<file path="src/rtl/xorshift_dice_display_pkg.sv">
// Shared definitions for the xorshift dice display.
// Mode encodings, shift constants and the xorshift32 step.
package xorshift_dice_display_pkg;

  typedef enum logic [1:0] {
    MODE_FREE = 2'b00,
    MODE_HOLD = 2'b01,
    MODE_STEP = 2'b10,
    MODE_RSVD = 2'b11
  } mode_e;

  localparam int XS_A = 13;
  localparam int XS_B = 17;
  localparam int XS_C = 5;

  function automatic logic [31:0] xorshift32_next(
    input logic [31:0] x
  );
    logic [31:0] y;
    y = x;
    y = y ^ (y << XS_A);
    y = y ^ (y >> XS_B);
    y = y ^ (y << XS_C);
    return y;
  endfunction

endpackage

</file>
<file path="src/rtl/xorshift_dice_display_seg7.sv">
// Hex seven-segment decoder, active-high.
// segments[0]=a ... segments[6]=g.
module seg7 (
  input  logic [3:0] digit,
  output logic [6:0] segments
);

  always_comb begin
    segments = 7'h00;
    unique case (digit)
      4'h0: segments = 7'h3F;
      4'h1: segments = 7'h06;
      4'h2: segments = 7'h5B;
      4'h3: segments = 7'h4F;
      4'h4: segments = 7'h66;
      4'h5: segments = 7'h6D;
      4'h6: segments = 7'h7D;
      4'h7: segments = 7'h07;
      4'h8: segments = 7'h7F;
      4'h9: segments = 7'h6F;
      4'hA: segments = 7'h77;
      4'hB: segments = 7'h7C;
      4'hC: segments = 7'h39;
      4'hD: segments = 7'h5E;
      4'hE: segments = 7'h79;
      4'hF: segments = 7'h71;
    endcase
  end

endmodule

</file>
<file path="src/rtl/xorshift_dice_display.sv">
// Multi-digit xorshift dice on seven-segment displays.
// Free-run tick, edge-triggered step, or hold; seed reload wins.
module xorshift_dice_display
  import xorshift_dice_display_pkg::*;
#(
  parameter int          MAX_COUNT    = 1000,
  parameter int          NUM_DIGITS   = 2,
  parameter int          DIGIT_W      = 3,
  parameter int          SEED_W       = 6,
  parameter logic [31:0] SEED_DEFAULT = 32'h0000_0001,
  parameter int          CNT_W        = $clog2(MAX_COUNT + 1)
) (
  input  logic                    clk,
  input  logic                    reset_n,
  input  logic                    seed_load,
  input  logic [SEED_W-1:0]       seed,
  input  logic [1:0]              mode,
  input  logic                    step,
  output logic [4*NUM_DIGITS-1:0] digits,
  output logic [7*NUM_DIGITS-1:0] segments,
  output logic                    digit_valid,
  output logic [7:0]              roll_count
);

  logic [31:0]             state;
  logic [31:0]             nxt;
  logic [31:0]             seed_ext;
  logic [CNT_W-1:0]        counter;
  logic                    step_q;
  logic                    tick;
  logic                    stepped;
  logic                    adv;
  logic [4*NUM_DIGITS-1:0] nd;

  assign seed_ext = 32'(seed);
  assign nxt      = xorshift32_next(state);

  assign tick    = (mode == MODE_FREE) &&
                   (counter == CNT_W'(MAX_COUNT));
  assign stepped = (mode == MODE_STEP) && step && !step_q;
  assign adv     = !seed_load && (tick || stepped);

  always_comb begin
    nd = '0;
    for (int i = 0; i < NUM_DIGITS; i++)
      nd[4*i +: DIGIT_W] = nxt[i*DIGIT_W +: DIGIT_W];
  end

  always_ff @(posedge clk or negedge reset_n) begin
    if (!reset_n) begin
      state       <= SEED_DEFAULT;
      counter     <= '0;
      digits      <= '0;
      digit_valid <= 1'b0;
      roll_count  <= 8'd0;
      step_q      <= 1'b0;
    end else begin
      step_q <= step;
      if (seed_load) begin
        // A zero state would lock xorshift at zero forever.
        state       <= (seed_ext == 32'd0) ? SEED_DEFAULT
                                           : seed_ext;
        counter     <= '0;
        digits      <= '0;
        digit_valid <= 1'b0;
        roll_count  <= 8'd0;
      end else begin
        digit_valid <= adv;
        if (mode == MODE_FREE)
          counter <= tick ? '0 : counter + CNT_W'(1);
        else if (mode == MODE_STEP)
          counter <= '0;
        if (adv) begin
          state      <= nxt;
          digits     <= nd;
          roll_count <= roll_count + 8'd1;
        end
      end
    end
  end

  for (genvar g = 0; g < NUM_DIGITS; g++) begin : g_seg
    seg7 u_seg7 (
      .digit    (digits[4*g +: 4]),
      .segments (segments[7*g +: 7])
    );
  end

endmodule

</file>
<file path="config.mk">
export PLATFORM = sky130hd
export DESIGN_NAME = xorshift_dice_display
export DESIGN_NICKNAME = d
export VERILOG_FILES = /design/src/rtl/xorshift_dice_display_pkg.sv /design/src/rtl/xorshift_dice_display_seg7.sv /design/src/rtl/xorshift_dice_display.sv
export SDC_FILE = /design/constraint.sdc
export NUM_CORES = 1
export LEC_CHECK = 0
export CAP_MARGIN = 5
export CORE_ASPECT_RATIO = 0.9
export CORE_MARGIN = 2
export CORE_UTILIZATION = 57
export CTS_CLUSTER_DIAMETER = 120
export DETAILED_ROUTE_END_ITERATION = 12
export HOLD_SLACK_MARGIN = 0.1
export PLACE_DENSITY = 0.85
export SLEW_MARGIN = 10
export SYNTH_ARGS = -nofsm -noshare
export SYNTH_HDL_FRONTEND = slang
export SYNTH_HIERARCHICAL = 1
export SYNTH_SLANG_ARGS = --single-unit
</file>
<file path="constraint.sdc">
create_clock -name clk -period 2.9 [get_ports clk]
set_clock_uncertainty 0.05 [all_clocks]
set_input_delay 0.725 -clock clk [delete_from_list [all_inputs] [get_ports clk]]
set_output_delay 0.725 -clock clk [all_outputs]
set_load 0.01 [all_outputs]
</file>
==> summary.md <==
| Metric | Value |
|---|---|
| Status | `finished clean` |
| RSZ-0062 raised after global routing | `no` |
| DIE HEIGHT | `roughly 83 um` |
| FILL cells | `between 400 and 500` |
| Final Critical Period | `between 2 and 3 ns` |
| Fmax | `between 300 and 400 MHz` |
| CP Capture Type | `primary output` |
| Clock latency on the worst-skew pair | `around 0.35 ns` |
| WL met3 | `~250 um` |
| Worst path cell trace | `inv_1 > ha_1 > nor2b_1 > o32a_1 > clkdlybuf4s50_1` |
| P_leak | `between 1.5 and 2 nW` |
| Hold buffer count at CTS | `0` |
| Post-synth design cell area | `just under 4000 sq um` |
| Post-CTS resize count | `4` |
| Sequential share of power | `0.441` |
| CTS sink cnt | `58` |
| Pwr/cell area | `418.4 nW/um^2` |
| Worst Path Max Fanout | `6` |
| Cell Count, Final, Fillers Out | `about 550` |
| Critical path arrival | `roughly 2.0 ns` |
| Post-DP HPWL | `~5600 um` |
| Ys flop type | `dfrtp_1` |
| DR vias/cell | `5.399` |
| Switching Power | `0.5337 mW` |
| Setup violation total in the final timing report | `0` |
| Syn_area_per_cell | `between 9 and 10 sq um` |
| Total gr overflow | `0` |
| Port Buf Inserts | `40` |
| Max-cap violations | `0` |
| Layout cells sized above 1 | `0.1185` |
| WL met2 | `4040 um` |
| Pin count of the biggest net entering global routing | `59` |
| Sw frac | `0.2703` |
| Yosys reg bits | `58` |
| Routed WL | `just under 8000 um` |
| CP Data Required Time | `2.12 ns` |
| Global-route wire length before repair | `around 14,000 um` |
| Layout net count | `488` |
| CTS tree | `yes` |
| Internal power | `approximately 1.4 mW` |
| Die area | `around 7600 sq um` |
| TritonCTS buffer count | `9` |
| CORE AREA | `~6700 sq um` |
| Yosys cell types | `48` |
| Number of synthesized flops with an enable pin | `0` |
| Peak supply drop | `between 0.0003 and 0.0004 V` |
| Warnings, synthesis | `6` |
| Initial antenna violation count | `0` |
| First-pass detailed-route iteration total | `6` |
| Number of global-route vias before repair | `between 3,000 and 4,000` |
| Final hold vios | `0` |
| ANT cells | `0` |
| Num rows | `28` |
| Post-CTS setup repair buffer count | `0` |
| CP Launch Type | `register` |
| CTS Root Cell | `clkbuf_8` |
| Comb pwr share | `0.168` |
| Boundary pin count | `43` |
| Routed vias | `around 3,000` |
| Clock Pin Slew Worst Setup and Hold Paths | `around 0.06 ns` |
| H-tree Lvls | `3` |
| M1 wire length | `roughly 3500 um` |
| Setup TNS | `0 ns` |
| Seq/Total Area, Yosys | `0.3662` |
| Crit path launch | `digits[0]` |
| Period utilization | `0.9492` |
| Initial core utilization | `0.5959` |
| Synth-to-layout area growth | `18.99%` |
| Routed length per instance | `between 10 and 15 um` |
| Final routed DRC violation total | `0` |
| CP max stage delay | `~0.48 ns` |
| Slowest cell on crit path | `clkdlybuf4s50_1` |
| Clock tree buffer depth | `2` |
| Die X-Extent | `between 90 and 100 um` |
| Clock share of power | `0.390` |
| FF-to-FF Start | `counter[0]` |
| Max-slew violations | `0` |
| Initial DRC count | `160` |
| RePlAce Congestion | `approximately 0.87` |
| Top sig layer | `met4` |
| Critical path type | `register to primary output` |
| FFs w/ async S/R, synth | `1.000` |
| Gr usage total | `0.2247` |
| Worst min path class | `primary input to async pin` |
| Antenna Nets Post-Route | `0` |
| Cell total after placement | `roughly 540` |
| Gate Count Post-Synth | `412` |
## Yosys cell counts, types with 2 or more instances
master	count	share of area
a211oi_1	3	0.0057
nand4bb_1	2	0.0057
nand3_1	6	0.0076
xor3_1	3	0.018
buf_6	4	0.011
nor2_1	41	0.039
dfrtp_1	57	0.36
and3_1	2	0.0032
ha_1	17	0.054
nor2b_1	3	0.0047
xnor2_1	63	0.14
clkbuf_1	14	0.013
nand3b_1	4	0.0076
mux2_2	11	0.031
a21oi_1	49	0.062
xnor3_1	2	0.011
o21ai_0	3	0.0038
or2b_1	2	0.0038
a31o_2	6	0.013
buf_4	2	0.0038
xor2_1	25	0.055
inv_1	12	0.011
a41oi_1	2	0.0044
nor3_1	9	0.011
a31oi_1	2	0.0032
mux4_1	2	0.013
mux2i_1	5	0.013
nand2b_1	8	0.013
buf_2	4	0.0050
or3_1	2	0.0032
o32a_1	2	0.0050
nand4_1	2	0.0032
nand2_1	28	0.026
## per-layer routing
layer	global-route usage	vias up
met5	0	-
met4	0.09362	0
met3	0.04900	14
met2	0.3817	62
met1	0.2770	1445
li1	-	1470
## power by group through the flow
stage | Clock, mW | Combinational, mW | Sequential [mW]
finish | 0.771 | 0.332 | 0.872
global route | 0.821 | 0.367 | 0.875
CTS | 0.780 | 0.334 | 0.871
detailed placement | 0 | 0.330 | 0.886
global placement | 0 | 0.323 | 0.885
floorplan | 0 | 0.240 | 0.875
## per-stage QoR
stage               total power [mW]    util  worst slack [ns]  hold WS, ns  cell area [sq um]
floorplan                      1.115       -            0.5089       0.3794               4008
global placement               1.208  0.6759           0.07644       0.4265               4499
detailed placement             1.217  0.6759          0.009835       0.4337               4499
CTS                            1.985  0.7068         0.0004785       0.3361               4705
global route                   2.063  0.7090           0.05865       0.3536               4720
finish                         1.975  0.7090            0.1475       0.3274               4720
## final cells by class
cell class	instances	area, sq um	share of cell area
multi-input cells	328	2376	0.5034
flip-flops and latches	58	1455	0.3083
repair buffers	50	526.8	0.1116
clock buffers	11	151.4	0.03208
well taps	90	112.6	0.02386
clock inverters	5	52.55	0.01113
inverters	12	45.04	0.009544
## final timing paths
kind,to,slack [ns],cells past startpoint
setup / recovery,segments[4],0.15,5
hold / removal,counter[1],0.33,2
setup reg to reg,state[3],0.70,8
hold reg to reg,counter[9],0.45,1
max in group asynchronous,state[0],2.17,2
min in group clk,counter[9],0.45,1
## sequential cells by signal, indices dropped and copies added, names as in the netlist
name / flops
counter: 10
digit_valid: 1
digits: 6
roll_count: 8
state: 32
step_q: 1
## layout by cell type (no fill, tap or decap), drive strengths merged, types with 7 or more instances in the layout
master	Yosys	layout
xnor2	63	63
dfrtp	57	57
a21oi	49	49
nor2	41	41
clkdlybuf4s50	0	32
nand2	28	28
xor2	25	25
ha	17	17
conb	1	12
inv	12	12
mux2	12	12
buf	11	12
clkbuf	14	11
nor3	9	9
nand2b	8	8
nand3	7	7
a31o	7	7
## kinds of logic after synthesis
kind of cell,after synthesis,share of synthesized area
multiplexers,19,0.06088
XOR/XNOR,93,0.2237
adder cells (fa/ha/maj),17,0.05363
AO/OA/AOI/OAI,72,0.1079
flip-flops,58,0.3662
buffers and inverters,37,0.04574
AND/OR/NAND/NOR,115,0.1410
other,1,0.0009455
## worst max-delay path, delay by kind of cell, from the launching register on
| kind | cells | cell delay [ns] |
|---|---|---|
| and+or+nand+nor | 1 | 0.13 |
| adders and majority gates | 1 | 0.21 |
| DFF | 1 | 0.42 |
| AOI/OAI and AO/OA | 1 | 0.30 |
| buffers and inverters | 2 | 0.58 |
No activity file was read; power rests on OpenSTA's default activity.
